===== src/rtl/wb_arbiter.sv =====
// rtl/wb_arbiter.sv - two-requester round-robin Wishbone arbiter onto one shared master port
module wb_arbiter (
   input  logic        clk_i,
   input  logic        rst_i,
   input  logic [31:0] p1_wb_adr_i,
   input  logic [31:0] p1_wb_dat_i,
   input  logic        p1_wb_we_i,
   input  logic [3:0]  p1_wb_sel_i,
   input  logic        p1_wb_stb_i,
   input  logic        p1_wb_cyc_i,
   output logic [31:0] p1_wb_dat_o,
   output logic        p1_wb_ack_o,
   output logic        p1_wb_stall_o,
   input  logic [31:0] p2_wb_adr_i,
   input  logic [31:0] p2_wb_dat_i,
   input  logic        p2_wb_we_i,
   input  logic [3:0]  p2_wb_sel_i,
   input  logic        p2_wb_stb_i,
   input  logic        p2_wb_cyc_i,
   output logic [31:0] p2_wb_dat_o,
   output logic        p2_wb_ack_o,
   output logic        p2_wb_stall_o,
   output logic [31:0] m_wb_adr_o,
   output logic [31:0] m_wb_dat_o,
   output logic        m_wb_we_o,
   output logic [3:0]  m_wb_sel_o,
   output logic        m_wb_stb_o,
   output logic        m_wb_cyc_o,
   input  logic [31:0] m_wb_dat_i,
   input  logic        m_wb_ack_i,
   input  logic        m_wb_stall_i
);

   typedef enum logic [1:0] {S_IDLE, S_REQUEST, S_WAIT, S_RESPONSE} state_t;

   state_t      state_q, state_d;
   logic        owner_q;       // 0: port 1 owns the transaction, 1: port 2
   logic        last_grant_q;  // 0: port 1 granted last, 1: port 2
   logic [31:0] adr_q, dat_q;
   logic        we_q;
   logic [3:0]  sel_q;
   logic [31:0] p1_rdata_q, p2_rdata_q;
   logic        p1_valid, p2_valid, p1_grant, p2_grant, owner_cyc, capture;

   assign p1_valid = p1_wb_cyc_i & p1_wb_stb_i;
   assign p2_valid = p2_wb_cyc_i & p2_wb_stb_i;

   // a lone request wins; on a tie the port that was not granted last wins
   assign p1_grant = (state_q == S_IDLE) && p1_valid && (!p2_valid || last_grant_q);
   assign p2_grant = (state_q == S_IDLE) && p2_valid && (!p1_valid || !last_grant_q);

   assign p1_wb_stall_o = rst_i | ~p1_grant;
   assign p2_wb_stall_o = rst_i | ~p2_grant;

   // the owner keeps cyc high for the whole transaction; dropping it aborts
   assign owner_cyc = owner_q ? p2_wb_cyc_i : p1_wb_cyc_i;
   assign capture   = owner_cyc && m_wb_ack_i &&
                      (((state_q == S_REQUEST) && !m_wb_stall_i) || (state_q == S_WAIT));

   assign m_wb_adr_o  = adr_q;
   assign m_wb_dat_o  = dat_q;
   assign m_wb_we_o   = we_q;
   assign m_wb_sel_o  = sel_q;
   assign p1_wb_dat_o = p1_rdata_q;
   assign p2_wb_dat_o = p2_rdata_q;

   // state register
   always_ff @(posedge clk_i or posedge rst_i) begin
      if (rst_i) state_q <= S_IDLE;
      else       state_q <= state_d;
   end

   // next-state logic: abort takes priority over a memory acknowledge
   always_comb begin
      state_d = state_q;
      case (state_q)
         S_IDLE: begin
            if (p1_grant || p2_grant) state_d = S_REQUEST;
         end
         S_REQUEST: begin
            if (!owner_cyc)         state_d = S_IDLE;
            else if (!m_wb_stall_i) state_d = m_wb_ack_i ? S_RESPONSE : S_WAIT;
         end
         S_WAIT: begin
            if (!owner_cyc)      state_d = S_IDLE;
            else if (m_wb_ack_i) state_d = S_RESPONSE;
         end
         S_RESPONSE: state_d = S_IDLE;
         default:    state_d = S_IDLE;
      endcase
   end

   // output decode from the registered state
   always_comb begin
      m_wb_cyc_o  = 1'b0;
      m_wb_stb_o  = 1'b0;
      p1_wb_ack_o = 1'b0;
      p2_wb_ack_o = 1'b0;
      case (state_q)
         S_REQUEST: begin
            m_wb_cyc_o = 1'b1;
            m_wb_stb_o = 1'b1;
         end
         S_WAIT: m_wb_cyc_o = 1'b1;
         S_RESPONSE: begin
            p1_wb_ack_o = ~owner_q;
            p2_wb_ack_o = owner_q;
         end
         default: ;
      endcase
   end

   // latch the winning request and remember who won
   always_ff @(posedge clk_i or posedge rst_i) begin
      if (rst_i) begin
         owner_q      <= 1'b0;
         last_grant_q <= 1'b1;
         adr_q        <= '0;
         dat_q        <= '0;
         we_q         <= 1'b0;
         sel_q        <= '0;
      end else if (p1_grant || p2_grant) begin
         owner_q      <= p2_grant;
         last_grant_q <= p2_grant;
         adr_q        <= p2_grant ? p2_wb_adr_i : p1_wb_adr_i;
         dat_q        <= p2_grant ? p2_wb_dat_i : p1_wb_dat_i;
         we_q         <= p2_grant ? p2_wb_we_i  : p1_wb_we_i;
         sel_q        <= p2_grant ? p2_wb_sel_i : p1_wb_sel_i;
      end
   end

   // per-port read data, held until that port's next completed transaction
   always_ff @(posedge clk_i or posedge rst_i) begin
      if (rst_i) begin
         p1_rdata_q <= '0;
         p2_rdata_q <= '0;
      end else if (capture) begin
         if (owner_q) p2_rdata_q <= m_wb_dat_i;
         else         p1_rdata_q <= m_wb_dat_i;
      end
   end

endmodule

===== config.mk =====
export PLATFORM = sky130hd
export DESIGN_NAME = wb_arbiter
export DESIGN_NICKNAME = d
export VERILOG_FILES = /design/src/rtl/wb_arbiter.sv
export SDC_FILE = /design/constraint.sdc
export NUM_CORES = 1
export LEC_CHECK = 0
export BUFFER_PORTS_ARGS = -buffer_cell sky130_fd_sc_hd__buf_2
export CAP_MARGIN = 0
export CORE_AREA = 2 2 124 126
export DETAILED_ROUTE_END_ITERATION = 7
export DIE_AREA = 0 0 126 128
export HOLD_SLACK_MARGIN = 0.06
export PLACE_DENSITY = 0.74
export SLEW_MARGIN = 30
export SYNTH_ARGS = -nofsm -noshare
export SYNTH_HDL_FRONTEND = slang
export SYNTH_SLANG_ARGS = --single-unit
export TNS_END_PERCENT = 30

===== constraint.sdc =====
create_clock -name clk_i -period 11.09 [get_ports clk_i]
set_input_delay 2.218 -clock clk_i [delete_from_list [all_inputs] [get_ports clk_i]]
set_output_delay 2.218 -clock clk_i [all_outputs]
set_load 0.01 [all_outputs]

# Word level (Yosys, flattened, before mapping)
# Index checks and enable logic that the tools add are counted.
# word_totals
word_cells,58
ff_bits,137
out_inout_bits,139
# op_classes
bitwise,7
muxes,16
n_reduce_logical,20
eq_ne,6
# op_table
cell,count
two-way mux 32 bit,2
two-way mux 2 bit,5
case mux 2 bit (4 select lines),1
logical AND 1 bit,7
two-way mux 1 bit,7
inequality test 3 bit (second input constant),2
equality test 2 bit (second input constant),2
zero test 1 bit,4
logical OR 1 bit,4
two-way mux 4 bit,1
AND reduction 2 bit,2
NOT 1 bit,3
AND reduction 3 bit,1
AND 1 bit,2
equality test 2 x 1 -> 1 bit (second input constant),1
zero test 2 bit,1
inequality test 2 x 1 -> 1 bit (second input constant),1
OR 1 bit,2
OR reduction 2 bit,1

# Depth between registers and ports, before layout
# Gate-level depths: netlist of run 1.
# depth
depth_word,7
ltp_mapped,8

# Worst setup path after synthesis of run 1
# OpenSTA, ideal clock, no wires.
# synth_timing
path_kind,input-to-output
start,in rst_i
end,out p2_wb_stall_o
path_stages,2
n_path_buf,0
setup_slack_ps,3404
t_arrival_ps,5468
cell_sequence,inv_1 -> nand2_1
# synth_via
elab_chain_cells,1
# synth_lines
item,line_no,text
"start, declared",4,"input logic rst_i,"
OR 1 bit,53,assign p2_wb_stall_o = rst_i | ~p2_grant;
"end, declared",22,"output logic p2_wb_stall_o,"
# Every way passes these cells.

# Worst setup path after layout of run 1
# Same ends and word-level chain as after synthesis.

==> results of run 1 <==
[routing by layer]
layer  global-route usage, %  routed length (um)  vias to the layer above
met1                    24.6                6360                     2406
met3                    7.14                1490                       22
met4                    8.02                 380                        0
met5                       0                   0                        -
met2                    33.2                8300                      244
li1                        -                   -                     2271
[power groups by stage]
stage	registers (mW)	clock network, mW	logic, mW
4_1_cts	0.891	0.659	0.978
2_1_floorplan	0.999	0	0.458
3_3_place_gp	0.881	0	0.944
3_5_place_dp	0.894	0	0.972
5_1_grt	0.920	0.680	1.06
6_report	0.890	0.641	0.966
[flip-flops by register name, indices dropped and copies added, names as in the netlist]
| signal | count |
|---|---|
| m_wb_we_o | 1 |
| p2_wb_dat_o | 32 |
| m_wb_dat_o | 32 |
| p1_wb_dat_o | 32 |
| m_wb_sel_o | 4 |
| last_grant_q | 1 |
| state_q | 2 |
| m_wb_adr_o | 32 |
| owner_q | 1 |
[cell type report]
type                    count  area share, %
clock buffers              19           5.25
well taps                 188           2.85
inverters                   5          0.288
clock inverters            13           2.91
flip-flops and latches    137           41.6
multi-input cells         281           26.3
repair buffers            325           20.8
diodes                      1         0.0303
[Yosys cell counts (all sizes together)]
library cell  number  area, um^2
a21bo              1        10.0
a21boi             1        7.51
a21o              47         353
a21oi             44         220
a22o              47         412
a22oi              2        15.0
a31oi              1        6.26
a32o               1        10.0
and2               1        6.26
and4               1        8.76
buf               23         136
clkbuf             8        30.0
dfrtp            136        3400
dfstp              1        26.3
ha                 5        62.6
inv                5        18.8
mux2              64         721
mux2i              1        10.0
nand2             27         101
nand3              2        10.0
nand4              1        6.26
nor2              25        96.4
nor2b              2        12.5
nor3b              1        7.51
o2111ai            2        30.0
o21a               1        7.51
o21ai              3        15.0
o21bai             1        7.51
[path summary, 6_finish.rpt]
kind,start,endpoint,slack (ns),cells after the start
hold / removal,last_grant_q,last_grant_q,0.48,2
max in group asynchronous,rst_i,m_wb_dat_o[11],8.13,3
min in group asynchronous,rst_i,m_wb_dat_o[14],1.89,2
setup / recovery,rst_i,p2_wb_stall_o,5.86,4
setup reg to reg,state_q[0],m_wb_dat_o[10],8.52,7
hold reg to reg,last_grant_q,last_grant_q,0.48,2
[metrics by stage]
step / utilization (%) / power (mW) / setup slack, ns / cell area, um^2
floorplan: - / 1.46 / 3.40 / 5750
global placement: 50.2 / 1.83 / 5.80 / 7460
detailed placement: 50.9 / 1.87 / 5.82 / 7570
CTS: 55.4 / 2.53 / 5.81 / 8240
global route: 55.5 / 2.66 / 5.68 / 8250
finish: 55.5 / 2.50 / 5.86 / 8250
[worst max-delay path, stage by stage]
cell     delay (ns)
buf_2          0.13
inv_6          0.42
nand2_1        0.08
buf_2          0.16
[kinds of logic after synthesis]
| group | share of synthesized area [%] |
|---|---|
| simple gates | 4.33 |
| compound gates | 19.0 |
| buf+inv | 3.22 |
| fa+ha+maj | 1.09 |
| mux | 12.7 |
| flops | 59.6 |
==> run_results.csv, run 1 <==
group,metric,value,unit
sta,rsz0062_at_grt,"false",
critical_path,cp-end-kind,"primary output",
sta,fmax,0.191,GHz
grt,antenna_found_initial,1,
power_and_ir_drop,p_leak,4.51,nW
finish,final_cell_mix,"buf_2 (316), dfrtp_1 (136), mux2_2 (60), a22o_1 (47), a21o_1 (47)",
drt,drt_wl_total,16500,um
finish,multi_input_area,0.00216,mm^2
drt,drcViolationCount,0,
status,status,"completed",
finish,syn2layout_area_growth,43.4,%
power_and_ir_drop,p_sw,839,uW
sta,setup_violations,0,
drt,initialDrtViolationCount,212,
yosys,synth_seq_area_share,59.6,%
critical_path,crit_required,8.87,ns
clock_tree,cts_buffers,17,
sta,hold_violations,0,
power_and_ir_drop,power_frac_clock,25.7,%
grt,grt_pass1_vias,4969,
power_and_ir_drop,p_seq_share,35.6,%
clock_tree,cts_resized,0,
sta,setup-tns-final,0,ns
sta,drv_slew,0,
drt,wl_per_cell,17.1,um
floorplanning,die_area,0.0161,mm^2
power_and_ir_drop,power_density,303,mW/mm^2
power_and_ir_drop,peakVddDrop,203,uV
finish,regArea,0.00343,mm^2
drt,avgViaCountPerCell,5.10,
grt,grt_remaining_overflow,0,
critical_path,crit_fanout,64,
clock_tree,htree_levels,4,
sta,relSlewSlack,46.6,%
grt,track_usage,20.2,%
clock_tree,path_clk_slew,0.06,ns
critical_path,arrival,3.01,ns
power_and_ir_drop,combPwrFrac,38.7,%
floorplanning,std_cell_rows,45,
clock_tree,clock_latency,0.41,ns
place,place_inst,936,
yosys,synth_area,0.00575,mm^2
grt,grt_max_degree,76,
clock_tree,cts_setup_buffers,0,
critical_path,criticalPathCategory,"primary input to primary output",
place,gp_congestion,0.838,
yosys,synth-seq-cells,137,
clock_tree,ctsHoldBuffers,0,
power_and_ir_drop,internal_power,1.66,mW
clock_tree,clockRootBuffer,"clkbuf_16",
power_and_ir_drop,switching_share,33.6,%
clock_tree,cts.sinks,137,
floorplanning,core,0.0149,mm^2
yosys,syn_inst,454,
finish,nets,950,
yosys,synth_cell_types,32,
sta,timing.final.crit_period,5.23,ns
yosys,synth_nets,637,
min_path,min_path_type,"register to register",
clock_tree,clk_path_buf_depth,2,
place,io_buffers,316,
yosys,synth.avg_cell_area,12.7,um^2
critical_path,critPathLaunchType,"primary input",
floorplanning,fp.dieW,126,um
job,cap_violations,0,
yosys,ys_warn_count,0,
floorplanning,start_util,38.7,%
finish,final_layout_size_suffix_gt1_share,54.1,%
place,place_hpwl,11900,um
sta,period_share,47.2,%
sta,fin_skew,0.00433,ns
sta,timing.hold.ws,0.484,ns
floorplanning,ios,317,
finish,nFillCells,1308,
drt,ant_nets,0,
grt,grt_pass1_wl,25700,um
finish,layout.cells.non_filler,969,
drt,dr.pass1.iters,4,
sta,tightestPinTransition,0.802,ns
drt,num_vias,4943,
clock_tree,cts_tree,"yes",
finish,final_common_cell,"buf_2",
floorplanning,fp.dieH,128,um
Note: power is estimated with default switching activity, not from simulation.
==> run 2, diff against run 1 <==
--- a/config.mk
+++ b/config.mk
@@ -7,11 +7,10 @@
 export LEC_CHECK = 0
 export BUFFER_PORTS_ARGS = -buffer_cell sky130_fd_sc_hd__buf_2
 export CAP_MARGIN = 0
-export CORE_AREA = 2 2 124 126
+export CORE_UTILIZATION = 40
 export DETAILED_ROUTE_END_ITERATION = 7
-export DIE_AREA = 0 0 126 128
 export HOLD_SLACK_MARGIN = 0.06
-export PLACE_DENSITY = 0.74
+export PLACE_DENSITY = 0.78
 export SLEW_MARGIN = 30
 export SYNTH_ARGS = -nofsm -noshare
 export SYNTH_HDL_FRONTEND = slang
==> constraint.sdc (replaced) <==
create_clock -name clk_i -period 4.4 [get_ports clk_i]
set_input_delay 0.88 -clock clk_i [delete_from_list [all_inputs] [get_ports clk_i]]
set_output_delay 0.88 -clock clk_i [all_outputs]
set_load 0.01 [all_outputs]
==> run_results.csv, run 2 (synthesis results as in run 1) <==
group,metric,value,unit
finish,final_cell_mix,"buf_2 (316), dfrtp_1 (136), mux2_2 (60), a22o_1 (47), a21o_1 (47)",
clock_tree,path_clk_slew,0.06,ns
power_and_ir_drop,p_leak,4.46,nW
clock_tree,cts_buffers,17,
finish,nets,951,
sta,fmax,0.350,GHz
sta,rsz0062_at_grt,"false",
sta,tightestPinTransition,0.774,ns
floorplanning,die_area,0.0149,mm^2
critical_path,critPathBufInv,2,
critical_path,critPathLaunchType,"register",
drt,initialDrtViolationCount,201,
clock_tree,htree_levels,4,
critical_path,critPathSlowestCell,"and4_2",
sta,relSlewSlack,48.4,%
grt,antenna_found_initial,2,
sta,fin_skew,0.00625,ns
finish,post-route-cell-area,0.00815,mm^2
finish,regArea,0.00343,mm^2
drt,dr.pass1.iters,4,
floorplanning,fp.dieH,122,um
finish,final_common_cell,"buf_2",
critical_path,crit_required,3.52,ns
drt,drt_wl_total,15700,um
critical_path,crit_chain,"inv_1 > ha_1 > and4_2 > nand2_1 > buf_2",
drt,ant_nets,0,
floorplanning,ios,317,
sta,timing.final.crit_period,2.85,ns
floorplanning,std_cell_rows,43,
clock_tree,clockRootBuffer,"clkbuf_16",
clock_tree,cts_tree,"yes",
grt,grt_pass1_wl,23600,um
power_and_ir_drop,combPwrFrac,40.3,%
place,placedInstanceArea,0.00756,mm^2
critical_path,rr_startpoint,"state_q[0]",
power_and_ir_drop,p_sw,2.11,mW
grt,track_usage,20.7,%
clock_tree,cts_resized,0,
clock_tree,cts_setup_buffers,0,
critical_path,criticalPathCategory,"register to primary output",
power_and_ir_drop,p_seq_share,36.9,%
critical_path,startpoint,"state_q[0]",
power_and_ir_drop,power_frac_clock,22.8,%
floorplanning,start_util,41.3,%
place,gp_congestion,0.780,
clock_tree,cts.sinks,137,
drt,avgViaCountPerCell,5.06,
place,io_buffers,316,
sta,setup_violations,0,
job,cap_violations,0,
finish,final_layout_size_suffix_gt1_share,54.4,%
place,place_hpwl,11600,um
finish,nFillCells,1184,
clock_tree,clock_latency,0.41,ns
clock_tree,ctsHoldBuffers,0,
drt,num_vias,4870,
critical_path,arrival,1.97,ns
power_and_ir_drop,peakVddDrop,457,uV
drt,drcViolationCount,0,
drt,wl_per_cell,16.3,um
grt,grt_pass1_vias,4822,
sta,setup-tns-final,0,ns
grt,grt_remaining_overflow,0,
floorplanning,core,0.0139,mm^2
power_and_ir_drop,internal_power,3.93,mW
critical_path,cp-end-kind,"primary output",
critical_path,cpLargestDelayFamily,"simple AND/OR/NAND/NOR gates",
status,status,"completed",
critical_path,max_stage_delay,0.53,ns
sta,period_share,64.9,%
finish,multi_input_area,0.00216,mm^2
grt,grt_max_degree,88,
min_path,min_path_type,"primary input to async pin",
clock_tree,clk_path_buf_depth,2,
power_and_ir_drop,power_density,741,mW/mm^2
sta,hold_violations,0,
floorplanning,fp.dieW,122,um
critical_path,crit_fanout,19,
finish,syn2layout_area_growth,41.7,%
sta,drv_slew,0,
power_and_ir_drop,switching_share,34.9,%
-- run 2: changes by cell type in the layout (fill, tap and decap cells not counted) --
cell,before,now
inv_6,4,3
clkbuf_8,0,3
bufinv_16,6,1
clkinvlp_4,1,6
buf_8,0,2
clkbuf_1,2,0
buf_16,3,2
clkinv_4,3,2
diode_2,1,2
clkinv_2,0,1
-- run 2: power by group through the flow --
stage                     Clock (mW)  Sequential [mW]  Combinational, mW
after floorplan                    0             2.52               1.16
after global placement             0             2.21               2.36
after detailed placement           0             2.24               2.46
after CTS                       1.41             2.23               2.46
after global routing            1.46             2.30               2.66
final                           1.38             2.23               2.43
-- run 2: final cells by class --
type | count | area share, %
Antenna cell | 2 | 0.0614
Tap cell | 180 | 2.76
Timing Repair Buffer | 326 | 21.1
Clock inverter | 12 | 1.43
Clock buffer | 20 | 5.73
Sequential cell | 137 | 42.1
Inverter | 5 | 0.276
Multi-Input combinational cell | 281 | 26.6
-- run 2: worst paths after layout --
path	endpoint	slack [ns]	depth (start not counted)
max in group asynchronous	m_wb_dat_o[28]	3.07	3
worst min-delay path	m_wb_dat_o[11]	0.37	2
worst min register to register	last_grant_q	0.48	2
worst max-delay path	p2_wb_stall_o	1.55	5
worst max register to register	m_wb_sel_o[2]	2.07	6
min in group clk_i	last_grant_q	0.48	2
-- run 2: per-layer routing --
layer | GRT usage [%] | part of all wire (%) | up-vias
li1 | - | - | 2266
met5 | 0 | 0 | -
met4 | 7.79 | 1.6 | 0
met2 | 34.8 | 49 | 214
met1 | 23.2 | 39 | 2372
met3 | 8.94 | 10 | 18
-- run 2: metrics by stage --
| step | cells | utilization (%) | power, mW | worst slack [ns] | hold WS [ns] |
|---|---|---|---|---|---|
| final | 963 | 58.5 | 6.04 | 1.55 | 0.368 |
| after CTS | 961 | 58.4 | 6.11 | 1.52 | 0.351 |
| after floorplan | 454 | - | 3.67 | 0.321 | 0.445 |
| after detailed placement | 929 | 54.3 | 4.70 | 1.66 | 0.470 |
| after global placement | 924 | 53.5 | 4.57 | 1.67 | 0.465 |
| after global routing | 962 | 58.5 | 6.41 | 1.43 | 0.364 |
==> run 3, diff against run 2 <==
--- a/config.mk
+++ b/config.mk
@@ -7,10 +7,11 @@
 export LEC_CHECK = 0
 export BUFFER_PORTS_ARGS = -buffer_cell sky130_fd_sc_hd__buf_2
 export CAP_MARGIN = 0
-export CORE_UTILIZATION = 40
+export CORE_AREA = 2 2 124 126
 export DETAILED_ROUTE_END_ITERATION = 7
+export DIE_AREA = 0 0 126 128
 export HOLD_SLACK_MARGIN = 0.06
-export PLACE_DENSITY = 0.78
+export PLACE_DENSITY = 0.74
 export SLEW_MARGIN = 30
 export SYNTH_ARGS = -nofsm -noshare
 export SYNTH_HDL_FRONTEND = slang
==> constraint.sdc (replaced) <==
create_clock -name clk_i -period 2.7 [get_ports clk_i]
set_input_delay 0.54 -clock clk_i [delete_from_list [all_inputs] [get_ports clk_i]]
set_output_delay 0.54 -clock clk_i [all_outputs]
set_load 0.01 [all_outputs]
==> run_results.csv, run 3 (synthesis results as in run 1) <==
group,metric,value,unit
status,status,"completed",
finish,syn2layout_area_growth,41.4,%
power_and_ir_drop,peakVddDrop,654,uV
critical_path,rr_worst_depth,6,
power_and_ir_drop,combPwrFrac,39.9,%
drt,drt-met1-wl,6610,um
finish,antennaDiodeCount,0,
sta,fin_skew,0.00732,ns
power_and_ir_drop,p_leak,4.45,nW
drt,drt_wl_total,16200,um
clock_tree,cts_tree,"yes",
grt,grt_pass1_wl,25000,um
sta,tightestPinTransition,0.746,ns
sta,rsz0062_at_grt,"false",
finish,final_cell_mix,"buf_2 (316), dfrtp_1 (136), mux2_2 (60), a22o_1 (47), a21o_1 (47)",
grt,grt_max_degree,138,
power_and_ir_drop,internal_power,6.46,mW
floorplanning,fp.dieH,128,um
clock_tree,cts.sinks,137,
floorplanning,start_util,38.7,%
place,io_buffers,316,
clock_tree,cts_resized,0,
drt,routed-wl-met3,1490,um
grt,track_usage,19.7,%
sta,fmax,0.402,GHz
clock_tree,cts_buffers,17,
floorplanning,std_cell_rows,45,
critical_path,critPathLaunchType,"register",
critical_path,rr_endpoint,"m_wb_dat_o[5]",
sta,relSlewSlack,50.2,%
clock_tree,htree_levels,4,
critical_path,criticalPathCategory,"register to primary output",
sta,drv_slew,0,
power_and_ir_drop,switching_share,34.6,%
min_path,hold_end,"m_wb_dat_o[12]",
critical_path,crit_fanout,16,
power_and_ir_drop,p_seq_share,36.7,%
finish,nets,950,
grt,grt_pass1_vias,4914,
drt,initialDrtViolationCount,257,
drt,dr.pass1.iters,4,
critical_path,arrival,1.95,ns
power_and_ir_drop,power_frac_clock,23.3,%
critical_path,r2r_slack,0.41,ns
clock_tree,path_clk_slew,0.06,ns
critical_path,crit_required,2.16,ns
place,place_inst,936,
finish,final_common_cell,"buf_2",
sta,hold_violations,0,
clock_tree,clk_path_buf_depth,2,
floorplanning,fp.dieW,126,um
drt,num_vias,4914,
critical_path,cp-end-kind,"primary output",
finish,nFillCells,1314,
critical_path,rr_startpoint,"state_q[0]",
drt,drcViolationCount,0,
power_and_ir_drop,p_total,9.88,mW
clock_tree,clock_latency,0.41,ns
power_and_ir_drop,power_density,1210,mW/mm^2
power_and_ir_drop,p_sw,3.42,mW
drt,ant_nets,0,
clock_tree,clockRootBuffer,"clkbuf_16",
grt,antenna_found_initial,1,
place,place_hpwl,11400,um
sta,timing.hold.ws,0.325,ns
floorplanning,die_area,0.0161,mm^2
sta,timing.final.crit_period,2.49,ns
clock_tree,ctsHoldBuffers,0,
drt,wl_per_cell,16.7,um
sta,period_share,92.1,%
clock_tree,cts_setup_buffers,0,
drt,met2WireLength,7820,um
job,cap_violations,0,
place,gp_congestion,0.793,
min_path,min_path_type,"primary input to register",
min_path,whs_path_depth,2,
sta,setup_violations,0,
grt,grt_remaining_overflow,0,
drt,top_layer_used,"met4",
min_path,hold_start,"p1_wb_dat_i[12]",
floorplanning,core,0.0149,mm^2
finish,layout.cells.non_filler,968,
drt,avgViaCountPerCell,5.08,
finish,final_layout_size_suffix_gt1_share,54.1,%
floorplanning,ios,317,
[run 3: cell count changes in the layout (fill, tap and decap cells not counted)]
cell / change
buf_16: -1
bufinv_16: +1
buf_4: +2
clkinvlp_4: -2
diode_2: -2
buf_8: -2
inv_6: +1
clkbuf_1: +2
buf_6: -2
buf_12: +2
clkbuf_8: -2
[run 3: cell type report]
cell class | count | area [um^2] | area share, %
timing repair buffer | 325 | 1690 | 20.8
clock buffer | 20 | 447 | 5.49
multi-input combinational | 281 | 2160 | 26.6
sequential | 137 | 3430 | 42.2
inverter | 5 | 22.5 | 0.277
tap | 188 | 235 | 2.89
clock inverter | 12 | 140 | 1.72
[run 3: metal layers]
layer  global-route usage (%)  vias to the layer above
met1                     24.3                     2395
met5                        0                        -
met3                     7.14                       22
met4                     7.11                        0
li1                         -                     2268
met2                     32.1                      229
[run 3: power groups by stage]
stage               clock [mW]  sequential (mW)  combinational (mW)
floorplan                    0             4.10                1.88
global placement             0             3.61                3.88
detailed placement           0             3.64                3.98
CTS                       2.37             3.63                3.99
global route              2.45             3.75                4.31
finish                    2.31             3.63                3.95
[run 3: how the worst max path moves through the flow]
stage                 from              to  slack (ns)  cells past startpoint
3_3_place_gp   p1_wb_cyc_i  m_wb_dat_o[18]        0.31                      5
2_1_floorplan        rst_i   p2_wb_stall_o       -0.70                      2
4_1_cts         state_q[0]   p2_wb_stall_o        0.18                      5
3_5_place_dp    state_q[0]  m_wb_dat_o[18]        0.47                      6
5_1_grt         state_q[0]   p2_wb_stall_o        0.08                      5
6_report        state_q[0]   p2_wb_stall_o        0.21                      5
[run 3: critical path, cell delays in order, from the launching register on]
cell and delay, ns:
dfrtp_1 0.39, inv_1 0.13, ha_1 0.27, and4_2 0.48, nand2_1 0.11, buf_2 0.15
[run 3: metrics by stage]
stage	TNS, ns	cell area, um^2	setup slack, ns	util, %
2_1_floorplan	-0.699	5750	-0.699	-
3_3_place_gp	0	7520	0.308	50.6
3_5_place_dp	0	7550	0.468	50.8
4_1_cts	0	8130	0.182	54.7
5_1_grt	0	8130	0.0820	54.7
6_report	0	8130	0.212	54.7
